$ cat config.mk
export PLATFORM = sky130hd
export DESIGN_NAME = cntr_timer_arb
export DESIGN_NICKNAME = d
export VERILOG_FILES = /design/src/rtl/cntr_pkg.sv /design/src/rtl/cntr_updn.sv /design/src/rtl/cntr_timer_arb.sv
export SDC_FILE = /design/constraint.sdc
export NUM_CORES = 1
export LEC_CHECK = 0
export CAP_MARGIN = 20
export CELL_PAD_IN_SITES_DETAIL_PLACEMENT = 0
export CELL_PAD_IN_SITES_GLOBAL_PLACEMENT = 2
export CORE_ASPECT_RATIO = 1.75
export CORE_MARGIN = 5
export CORE_UTILIZATION = 25
export DETAILED_ROUTE_END_ITERATION = 12
export HOLD_SLACK_MARGIN = 0.12
export PLACE_DENSITY_LB_ADDON = 0.12
export SETUP_SLACK_MARGIN = 0.4
export SLEW_MARGIN = 15
export SYNTH_ARGS = -nofsm -noshare
export SYNTH_HDL_FRONTEND = slang
export SYNTH_HIERARCHICAL = 1
export SYNTH_SLANG_ARGS = --single-unit
$ cat constraint.sdc
create_clock -name clk -period 5.32 [get_ports clk]
set_input_delay 1.064 -clock clk [delete_from_list [all_inputs] [get_ports clk]]
set_output_delay 1.064 -clock clk [all_outputs]
set_load 0.02 [all_outputs]
$ cat src/rtl/cntr_pkg.sv
// Shared counter/arbiter definitions: FSM state encoding and a reusable
// round-robin "first set bit after pointer" search.
package cntr_pkg;

  typedef enum logic [1:0] {
    IDLE = 2'd0,
    LOAD = 2'd1,
    RUN  = 2'd2,
    DONE = 2'd3
  } state_e;

  localparam int RR_MAX = 16;

  // First set bit of req[n-1:0] searching upward from ptr+1, wrapping to 0.
  // Returns 0 when nothing is set; callers qualify with |req.
  function automatic logic [3:0] rr_first(input logic [RR_MAX-1:0] req,
                                          input logic [3:0]        ptr,
                                          input int                n);
    logic [3:0] pick;
    logic       found;
    int         j;
    pick  = '0;
    found = 1'b0;
    for (int k = 1; k <= RR_MAX; k++) begin
      j = (int'(ptr) + k) % n;
      if (k <= n && !found && req[j[3:0]]) begin
        pick  = 4'(j);
        found = 1'b1;
      end
    end
    return pick;
  endfunction

endpackage

$ cat src/rtl/cntr_updn.sv
// Loadable up/down counter with synchronous clear/load and async reset.
module cntr_updn #(
  parameter int WIDTH = 8
) (
  input  logic             clk,
  input  logic             rst,
  input  logic             ena,
  input  logic             sclear,
  input  logic             sload,
  input  logic [WIDTH-1:0] sdata,
  input  logic             inc_not_dec,
  output logic [WIDTH-1:0] q
);

  always_ff @(posedge clk or posedge rst) begin
    if (rst)               q <= '0;
    else if (ena) begin
      if (sclear)          q <= '0;
      else if (sload)      q <= sdata;
      else if (inc_not_dec) q <= q + 1'b1;
      else                 q <= q - 1'b1;
    end
  end

endmodule

$ cat src/rtl/cntr_timer_arb.sv
// Round-robin sequencer time-sharing one cntr_updn among NREQ requesters;
// each grant loads the requester's length and counts it down to zero.
module cntr_timer_arb
  import cntr_pkg::*;
#(
  parameter int WIDTH = 8,
  parameter int NREQ  = 4
) (
  input  logic                  clk,
  input  logic                  rst_n,
  input  logic [NREQ-1:0]       req,
  input  logic [NREQ*WIDTH-1:0] len,
  output logic [NREQ-1:0]       gnt,
  output logic [NREQ-1:0]       done,
  output logic                  busy,
  output logic [WIDTH-1:0]      q
);

  localparam int IW = $clog2(NREQ);

  state_e          state, state_nxt;
  logic [IW-1:0]   cur;      // current grantee, doubles as the round-robin pointer
  logic [IW-1:0]   pick;
  logic [WIDTH-1:0] len_q;
  logic [NREQ-1:0] cur_oh;
  logic            abort;
  logic            ena, sclear, sload, inc_not_dec;

  assign pick   = IW'(rr_first(RR_MAX'(req), 4'(cur), NREQ));
  assign cur_oh = NREQ'(1) << cur;
  assign abort  = !req[cur] && (state == LOAD || state == RUN);

  assign busy = (state != IDLE);
  assign gnt  = busy ? cur_oh : '0;
  assign done = (state == DONE) ? cur_oh : '0;

  always_ff @(posedge clk or negedge rst_n) begin
    if (!rst_n) state <= IDLE;
    else        state <= state_nxt;
  end

  // Reset pointer to the last index so requester 0 wins first.
  always_ff @(posedge clk or negedge rst_n) begin
    if (!rst_n) begin
      cur   <= IW'(NREQ - 1);
      len_q <= '0;
    end else if (state == IDLE && |req) begin
      cur   <= pick;
      len_q <= len[pick*WIDTH +: WIDTH];
    end
  end

  always_comb begin
    state_nxt = state;
    unique case (state)
      IDLE: if (|req) state_nxt = LOAD;
      LOAD: state_nxt = abort ? IDLE : RUN;
      RUN:  if (abort)        state_nxt = IDLE;
            else if (q == '0) state_nxt = DONE;
      DONE: state_nxt = IDLE;
    endcase
  end

  // Abort clears the counter so q reads 0 once back in IDLE.
  always_comb begin
    ena         = 1'b0;
    sclear      = 1'b0;
    sload       = 1'b0;
    inc_not_dec = 1'b0;
    unique case (state)
      LOAD: begin
        ena    = 1'b1;
        sclear = abort;
        sload  = !abort;
      end
      RUN: begin
        ena    = abort || (q != '0);
        sclear = abort;
      end
      default: ;
    endcase
  end

  cntr_updn #(.WIDTH(WIDTH)) u_cntr (
    .clk         (clk),
    .rst         (~rst_n),
    .ena         (ena),
    .sclear      (sclear),
    .sload       (sload),
    .sdata       (len_q),
    .inc_not_dec (inc_not_dec),
    .q           (q)
  );

endmodule
== After elaboration in Yosys (flattened, before gate mapping) ==
Index checks and enable logic that the tools add are counted.

* Memories: 0
* Logic and storage cells: 77
* Input port bits: 38
* RAM bits: 0
* Register bits: 20
* Bits in latches: 0
* ROM bits: 0
* Output and inout bits: 17

* Multiply operators: 0
* Mux-type cells: 29
* Shifts and indexed selects: 2
* Divide/modulo/power cells: 0
* Reduce and logical (&&, ||, !) cells: 23
* Bitwise logic cells: 4
* $lt $le $gt $ge: 5
* Add/sub/neg operators: 5
* Equal/unequal tests: 5

{| class="wikitable"
|+ Operators by type and width
! kind !! number
|-
| indexed part select 32 x 6 -> 8 bit || 1
|-
| less-than comparator 4 x 5 -> 1 bit (second input constant) || 4
|-
| 2-to-1 mux 2 bit || 8
|-
| 2-to-1 mux 8 bit || 2
|-
| binary-select mux 1 bit (select 3 bit) || 4
|-
| 2-to-1 mux 1 bit || 10
|-
| OR reduction 2 bit || 5
|-
| zero test 8 bit || 1
|-
| 2-to-1 mux 4 bit || 2
|-
| case mux 2 bit (4 select lines) || 1
|-
| nonzero test 8 bit || 1
|-
| subtractor 8 x 1 -> 8 bit (second input constant) || 1
|-
| logical AND 1 bit || 5
|-
| zero test 1 bit || 5
|-
| adder 2 x 1 -> 2 bit (second input constant) || 2
|-
| adder 2 bit (second input constant) || 2
|-
| bitwise AND 1 bit (first input constant) || 4
|-
| equality test 2 bit (second input constant) || 2
|-
| OR reduction 4 bit || 1
|-
| << shifter 1 x 2 -> 4 bit (first input constant) || 1
|-
| less-than comparator 2 x 3 -> 1 bit (second input constant) || 1
|-
| inequality test 3 x 2 -> 1 bit (second input constant) || 1
|-
| binary-select mux 1 bit (select 2 bit) || 1
|-
| equality test 2 x 1 -> 1 bit (second input constant) || 1
|-
| 6 further kinds || 7
|}

== Depth between registers and ports, before layout ==
Gate-level depths: netlist (run 1).

* Depth in word-level cells: 16
* Mapped depth: 11
* Mapped depth without buffers: 9

== Modules after synthesis ==
Netlist (run 1), hierarchy kept.

{| class="wikitable"
|+ By module, submodules not included
! module !! area each (sq um) !! cells an instance !! seq. area each (sq um) !! times used
|-
| cntr_timer_arb || 1293.7 || 151 || 302.8 || 1
|-
| cntr_updn || 701.9 || 71 || 200.2 || 1
|}

== Worst setup path after synthesis (run 1) ==
No wires, ideal clock.

* Kind: register -> register
* Start: register cur[0]
* End: register len_q[5]
* Arrival time: 2.654 ns
* Stages on the path, launching flop included: 12
* Required time: 5.185 ns
* Library setup time: 0.135 ns
* Buffers on the path: 3
* Period minus slack after synthesis: 2.788 ns
* Path slack: 2.532 ns
* Cells stage by stage: dfstp_2 -> buf_6 -> buf_2 -> inv_1 -> ha_1 -> mux4_2 -> nor2b_4 -> o21ai_2 -> nand2_1 -> buf_4 -> a211oi_1 -> o31ai_1

* Longest elaborated chain between the ends: 16
* Elaborated cells on any way between the ends: 34
* Those cells by class: 4 x add/sub; 1 x shift; 15 x mux; 4 x bitwise; 10 x reduce/logical

{| class="wikitable"
|+ Ends and longest elaborated chain
! element !! line !! source
|-
| start: declaration || cntr_timer_arb.sv:22 || <nowiki>logic [IW-1:0] cur;</nowiki>
|-
| start signal: assignment || cntr_timer_arb.sv:45 || <nowiki>cur <= IW'(NREQ - 1);</nowiki>
|-
| start signal: assignment || cntr_timer_arb.sv:48 || <nowiki>cur <= pick;</nowiki>
|-
| adder 2 x 1 -> 2 bit || cntr_pkg.sv:25 || <nowiki>j = (int'(ptr) + k) % n;</nowiki>
|-
| OR reduction 2 bit (no source line) || - ||
|-
| bitwise AND 1 bit (no source line) || - ||
|-
| binary-select mux 1 bit (select 3 bit) || cntr_pkg.sv:26 || <nowiki>if (k <= n && !found && req[j[3:0]]) begin</nowiki>
|-
| 2-to-1 mux 1 bit (implied by the code) || cntr_pkg.sv:26 ||
|-
| 2-to-1 mux 1 bit || cntr_pkg.sv:26 ||
|-
| zero test 1 bit || cntr_pkg.sv:26 ||
|-
| logical AND 1 bit || cntr_pkg.sv:26 ||
|-
| 2-to-1 mux 1 bit || cntr_pkg.sv:26 ||
|-
| zero test 1 bit || cntr_pkg.sv:26 ||
|-
| logical AND 1 bit || cntr_pkg.sv:26 ||
|-
| 2-to-1 mux 1 bit || cntr_pkg.sv:26 ||
|-
| zero test 1 bit || cntr_pkg.sv:26 ||
|-
| logical AND 1 bit || cntr_pkg.sv:26 ||
|-
| 2-to-1 mux 2 bit * || cntr_pkg.sv:26 ||
|-
| indexed part select 32 x 6 -> 8 bit * || cntr_timer_arb.sv:49 || <nowiki>len_q <= len[pick*WIDTH +: WIDTH];</nowiki>
|-
| end signal: assignment || cntr_timer_arb.sv:49 ||
|-
| end: declaration || cntr_timer_arb.sv:24 || <nowiki>logic [WIDTH-1:0] len_q;</nowiki>
|}

Every way passes the cells marked *; elsewhere a longest branch is shown, timed or not. The select of a mux whose other input is x is not followed.
A chain may end at the register's enable or synchronous reset.

== Worst setup path in the final report (run 1) ==
* Start: input port req[3]
* End: register len_q[0]

* Longest elaborated chain between the ends: 13
* Elaborated cells on any way between the ends: 24
* Those cells by class: 1 x shift; 15 x mux; 8 x reduce/logical

{| class="wikitable"
|+ Ends and longest elaborated chain
! element !! line !! source
|-
| start: declaration || cntr_timer_arb.sv:11 || <nowiki>input logic [NREQ-1:0] req,</nowiki>
|-
| binary-select mux 1 bit (select 3 bit) || cntr_pkg.sv:26 ||
|-
| 2-to-1 mux 1 bit (implied by the code) || cntr_pkg.sv:26 ||
|-
| 2-to-1 mux 1 bit || cntr_pkg.sv:26 ||
|-
| zero test 1 bit || cntr_pkg.sv:26 ||
|-
| logical AND 1 bit || cntr_pkg.sv:26 ||
|-
| 2-to-1 mux 1 bit || cntr_pkg.sv:26 ||
|-
| zero test 1 bit || cntr_pkg.sv:26 ||
|-
| logical AND 1 bit || cntr_pkg.sv:26 ||
|-
| 2-to-1 mux 1 bit || cntr_pkg.sv:26 ||
|-
| zero test 1 bit || cntr_pkg.sv:26 ||
|-
| logical AND 1 bit || cntr_pkg.sv:26 ||
|-
| 2-to-1 mux 2 bit || cntr_pkg.sv:26 ||
|-
| indexed part select 32 x 6 -> 8 bit || cntr_timer_arb.sv:49 ||
|}

Parallel ways exist; a longest one is shown, timed or not. The select of a mux whose other input is x is not followed.

==> results.yml, run 1 <==
run_status:
  outcome: "finished, final reports clean"
critical_path:
  cpPeakStageDelay_ns: 0.58
  crit_path_cell_trace: "clkdlybuf4s50_1, mux4_2, nor2b_4, o21ai_2, nand2_1, a211oi_1, o31ai_1"
  crit_slowest_cell: "mux4_2"
  crit_fanout: 16
  start_kind: "primary input"
  end_kind: "flop"
  reg2reg_slack_ns: 1.93
  worstSetupPathType: "primary input to flop"
  crit_required_ns: 5.43
  arrival_ns: 3.64
place:
  gp_congestion: 0.7753
  io_buffers: 54
  hpwl_um: 4842
floorplanning:
  num_rows: 43
  dieArea_um2: 9940
  initial_core_util: 0.2541
  io_pins: 55
  die_y_um: 128.2
  coreArea_um2: 7855
  die_w_um: 77.54
sta:
  rsz0062_at_grt: "false"
  post-route-min-period_ns: 3.530
  drv_slew: 0
  fmax_mhz: 283.3
  slew-limit-headroom: 0.5271
  tightestPinTransition_ns: 0.7094
  hold_viol: 0
  fin_crit_sh: 0.6636
  setup_tns_ns: 0
  worst_clock_skew_ns: 0.002976
  setup_viol: 0
finish:
  final_util: 0.3420
  nets: 325
  drive_above_1_share: 0.07749
  layout_common_cells: "54 x clkdlybuf4s50_1, 18 x dfrtp_1, 17 x a211oi_1"
  diodes: 0
  syn2layout_area_growth_pct: 34.61
  layout_commonest_cell: "clkdlybuf4s50_1"
clock_network:
  cts.sinks: 20
  cts.clk_slew.worst_paths_ns: 0.06
  postCtsHoldBufs: 0
  cts_root_buf: "clkbuf_16"
  cts_setup_buffers: 0
  cts_buffers: 3
  cts_buffer_depth: 2
  cts_tree: "built"
  clock_latency_ns: 0.25
  cts.htree.levels: 1
  cts_resized: 0
yosys:
  syn_area_per_cell_um2: 8.989
  synthFlopType: "dfrtp_1"
  syn-cell-area_um2: 1996
  async_flop_share: 1.000
  synth_cell_types: 56
  ys_seq_elements: 20
  synth_edf_count: 0
  syn_inst: 222
  yosysWarnings: 6
  seq_area_frac_synth: 0.2520
global_route:
  gr-usage-all-layers: 0.1122
  grt_pass1_wl_um: 9363
  overflow: 0
  grt_max_degree: 20
  grt_pass1_vias: 1973
  grt_antenna_before_repair: 0
detailed_routing:
  routed_wl_um: 5634
  drt-vias-per-instance: 4.947
  ant_nets: 0
  drt-initial-drc-count: 40
  wl_per_cell_um: 15.61
  drt_pre_antenna_iters: 4
  vias: 1786
  drc: 0
job:
  drv_cap: 0
pwr:
  report.power.total_mw: 1.721
  power_density_nw_per_um2: 640.5
  p_leak_nw: 1.136
  ir_drop_v: 0.0002120
hold_path:
  hp-class: "flop to flop"
[final timing paths]
check / cells after the start / endpoint / from
setup reg to reg: 8 / len_q[0]$_DFFE_PN0P_ / cur[0]$_DFFE_PN1P_
hold / removal: 2 / len_q[1]$_DFFE_PN0P_ / len_q[1]$_DFFE_PN0P_
max in group asynchronous: 3 / u_cntr/q[5]$_DFFE_PP0P_ / rst_n
hold reg to reg: 2 / len_q[1]$_DFFE_PN0P_ / len_q[1]$_DFFE_PN0P_
setup / recovery: 7 / len_q[0]$_DFFE_PN0P_ / req[3]
min in group asynchronous: 1 / len_q[0]$_DFFE_PN0P_ / rst_n
[layer usage]
layer,vias up,global-route usage,wire [um],part of all wire
met4,0,0.02429,44,0.0078
met1,822,0.1277,2293,0.41
met2,35,0.2205,3130,0.56
met5,-,0,0,0
li1,927,-,-,-
met3,2,0.009845,165,0.029
[flip-flops by register name (all words and copies together), names as in the netlist]
name / flops
u_cntr/q: 8
cur: 2
state: 2
len_q: 8
[worst max-delay path, delay by kind of cell]
| family | cells | cell delay [ns] |
|---|---|---|
| buffers and inverters | 1 | 0.56 |
| AO/OA/AOI/OAI | 3 | 0.87 |
| AND/OR/NAND/NOR | 2 | 0.55 |
| multiplexers | 1 | 0.58 |
[Yosys cell counts, types with 4 or more instances]
| master | count | area, um2 |
|---|---|---|
| nor2b_1 | 9 | 56.30 |
| buf_2 | 5 | 25.02 |
| inv_1 | 12 | 45.04 |
| a211oi_1 | 17 | 127.6 |
| o21ai_0 | 4 | 20.02 |
| and2_1 | 8 | 50.05 |
| a21oi_1 | 9 | 45.04 |
| mux2i_1 | 7 | 70.07 |
| o21ai_1 | 4 | 20.02 |
| nand2_1 | 15 | 56.30 |
| dfrtp_1 | 18 | 450.4 |
| and3_1 | 15 | 93.84 |
| nor2_1 | 12 | 45.04 |
| ha_1 | 14 | 175.2 |
| o2bb2ai_1 | 6 | 52.55 |
| o31ai_1 | 8 | 60.06 |
| nor3_1 | 4 | 20.02 |
[per-stage QoR]
stage | setup slack (ns) | cell area (um2) | hold WS, ns | cells
2_1_floorplan | 2.532 | 1999 | 0.4413 | 223
3_3_place_gp | 1.526 | 2597 | 0.4717 | 357
3_5_place_dp | 1.525 | 2597 | 0.4774 | 357
4_1_cts | 1.783 | 2686 | 0.4918 | 361
5_1_grt | 1.550 | 2686 | 0.5162 | 361
6_report | 1.790 | 2686 | 0.4837 | 361
[kinds of logic (layout without fill, tap and decap cells)]
logic type	after synthesis	count (layout)	share of synthesized area
xor gates and xnor gates	4	4	0.02132
muxes	11	11	0.08213
and+or+nand+nor	78	78	0.2219
AOI/OAI and AO/OA	71	71	0.2727
DFF	20	20	0.2520
other	1	2	0.001879
buffers and inverters	22	70	0.05015
adders and majority gates	15	15	0.09781
[final cells by class]
class | instances | area, um2
inverters | 12 | 45.04
flip-flops and latches | 20 | 503.0
fillers | 822 | 5169
clock buffers | 4 | 88.84
repair buffers | 54 | 540.5
well taps | 90 | 112.6
multi-input cells | 181 | 1396
[where the power goes]
part,internal (mW),switching [mW],total [mW],leakage [nW]
Sequential,0.239,0.0991,0.338,0.245
Clock,0.114,0.0532,0.168,0.0442
Combinational,0.546,0.669,1.22,0.847
Power figures use the tool's default switching activity.
==> run 2, diff against run 1 <==
==> constraint.sdc (replaced) <==
create_clock -name clk -period 3.3 [get_ports clk]
set_input_delay 0.66 -clock clk [delete_from_list [all_inputs] [get_ports clk]]
set_output_delay 0.66 -clock clk [all_outputs]
set_load 0.02 [all_outputs]
==> results.yml, run 2 (synthesis gave the netlist of run 1 again) <==
pwr:
  switchingPower_mw: 1.405
  ir_drop_v: 0.0005751
  combPwrFrac: 0.750
  power_frac_seq: 0.164
  clkPwrFrac: 0.086
  swShare: 0.4722
  p_leak_nw: 1.205
  p_int_mw: 1.570
  power_density_nw_per_um2: 1068
global_route:
  grt_antenna_before_repair: 0
  grt_pass1_wl_um: 9818
  grt_pass1_vias: 2030
  grt_max_degree: 20
  overflow: 0
  gr-usage-all-layers: 0.1193
finish:
  stdcell_count: 373
  drive_above_1_share: 0.1201
  layout_commonest_cell: "clkdlybuf4s50_1"
  final_area_um2: 2785
  nets: 337
  reg_top3: "len_q: 8 flops, u_cntr/q: 8 flops"
  final_util: 0.3546
  diodes: 0
  syn2layout_area_growth_pct: 39.56
  layout_common_cells: "52 x clkdlybuf4s50_1, 18 x dfrtp_1, 17 x a211oi_1"
critical_path:
  crit_required_ns: 3.43
  arrival_ns: 2.85
  cpPeakStageDelay_ns: 0.58
  end_kind: "flop"
  crit_slowest_cell: "mux4_2"
  worstSetupPathType: "primary input to flop"
  crit_fanout: 16
  crit_path_cell_trace: "clkdlybuf4s50_1, mux4_2, nand2b_4, o2111ai_4, nand2_1, buf_4, a211oi_1, o31ai_1"
  start_kind: "primary input"
sta:
  hold_viol: 0
  timing.final.ws_setup_ns: 0.5816
  fin_crit_sh: 0.8237
  setup_viol: 0
  worst_clock_skew_ns: 0.003094
  fmax_mhz: 367.9
  slew-limit-headroom: 0.6724
  drv_slew: 0
  rsz0062_at_grt: "false"
  post-route-min-period_ns: 2.718
  tightestPinTransition_ns: 0.4869
  setup_tns_ns: 0
detailed_routing:
  drt-vias-per-instance: 5.067
  routed_wl_um: 5929
  drc: 0
  drt_pre_antenna_iters: 4
  wl_per_cell_um: 15.90
  ant_nets: 0
  drt-initial-drc-count: 60
  vias: 1890
clock_network:
  postCtsHoldBufs: 0
  cts.clk_slew.worst_paths_ns: 0.06
  clock_latency_ns: 0.25
  cts_buffers: 3
  cts.htree.levels: 1
  cts.sinks: 20
  cts_tree: "built"
  cts_root_buf: "clkbuf_16"
  cts_buffer_depth: 2
run_status:
  outcome: "finished, final reports clean"
place:
  io_buffers: 54
  dp_cells: 367
  gp_congestion: 0.7795
  pre_cts_slack_ns: 0.1707
  placed_cell_area_um2: 2673
  hpwl_um: 4927
floorplanning:
  coreArea_um2: 7855
  num_rows: 43
  initial_core_util: 0.2541
  die_w_um: 77.54
  dieArea_um2: 9940
  io_pins: 55
  die_y_um: 128.2
hold_path:
  hp-class: "flop to flop"
job:
  drv_cap: 0
-- run 2: cell types whose count changed in the layout (fill, tap and decap cells not counted) --
cell	change
dlymetal6s2s_1	+2
mux4_1	-1
clkbuf_1	+1
buf_4	+12
mux4_2	+1
o2111ai_4	+1
clkbuf_8	-1
o2111ai_1	-1
clkdlybuf4s50_1	-2
-- run 2: path summary, 6_finish.rpt --
kind / startpoint / to / slack, ns / cells after the start
worst min register to register: len_q[6]$_DFFE_PN0P_ / len_q[6]$_DFFE_PN0P_ / 0.48 / 2
max in group asynchronous: rst_n / u_cntr/q[5]$_DFFE_PP0P_ / 2.03 / 4
min in group asynchronous: rst_n / len_q[0]$_DFFE_PN0P_ / 0.71 / 2
worst max-delay path: req[1] / len_q[1]$_DFFE_PN0P_ / 0.58 / 8
worst max register to register: cur[1]$_DFFE_PN1P_ / len_q[1]$_DFFE_PN0P_ / 0.70 / 9
worst min-delay path: len_q[6]$_DFFE_PN0P_ / len_q[6]$_DFFE_PN0P_ / 0.48 / 2
-- run 2: area by class of cell --
type | instances | area, um2
Multi-Input combinational cell | 181 | 1410
Sequential cell | 20 | 503.0
Tap cell | 90 | 112.6
Fill cell | 824 | 5070
Clock buffer | 4 | 78.83
Timing Repair Buffer | 66 | 635.6
Inverter | 12 | 45.04
-- run 2: timing repair --
item / 4_1_cts / 5_1_grt
setup endpoints to repair: 0 / 10
resized for setup: 0 / 5
endpoints found under the hold margin: 0 / 0
setup buffers: 0 / 2
-- run 2: power groups by stage --
stage / Sequential [mW] / Clock, mW / Combinational [mW]
after CTS: 0.494 / 0.266 / 2.19
after global routing: 0.511 / 0.282 / 2.49
final: 0.489 / 0.254 / 2.23
after detailed placement: 0.498 / 0 / 2.19
after global placement: 0.495 / 0 / 2.18
after floorplan: 0.517 / 0 / 1.52
-- run 2: worst max-delay path: cells and delay by family --
| kind | cells | cell delay, ns |
|---|---|---|
| buffers and inverters | 2 | 0.71 |
| multiplexers | 1 | 0.58 |
| AO/OA/AOI/OAI | 3 | 0.57 |
| AND/OR/NAND/NOR | 2 | 0.32 |
-- run 2: per-stage QoR --
| stage | total power [mW] | hold slack, ns |
|---|---|---|
| after global placement | 2.679 | 0.4659 |
| after floorplan | 2.039 | 0.3644 |
| final | 2.975 | 0.4812 |
| after global routing | 3.283 | 0.5149 |
| after CTS | 2.951 | 0.4911 |
| after detailed placement | 2.685 | 0.4760 |
-- run 2: metal layers --
metal  track usage  up-vias  routed length, um
met1        0.1347      896               2358
met4       0.03441        0                 74
met2        0.2294       38               3289
met5             0        -                  0
met3       0.01336        5                207
li1              -      951                  -
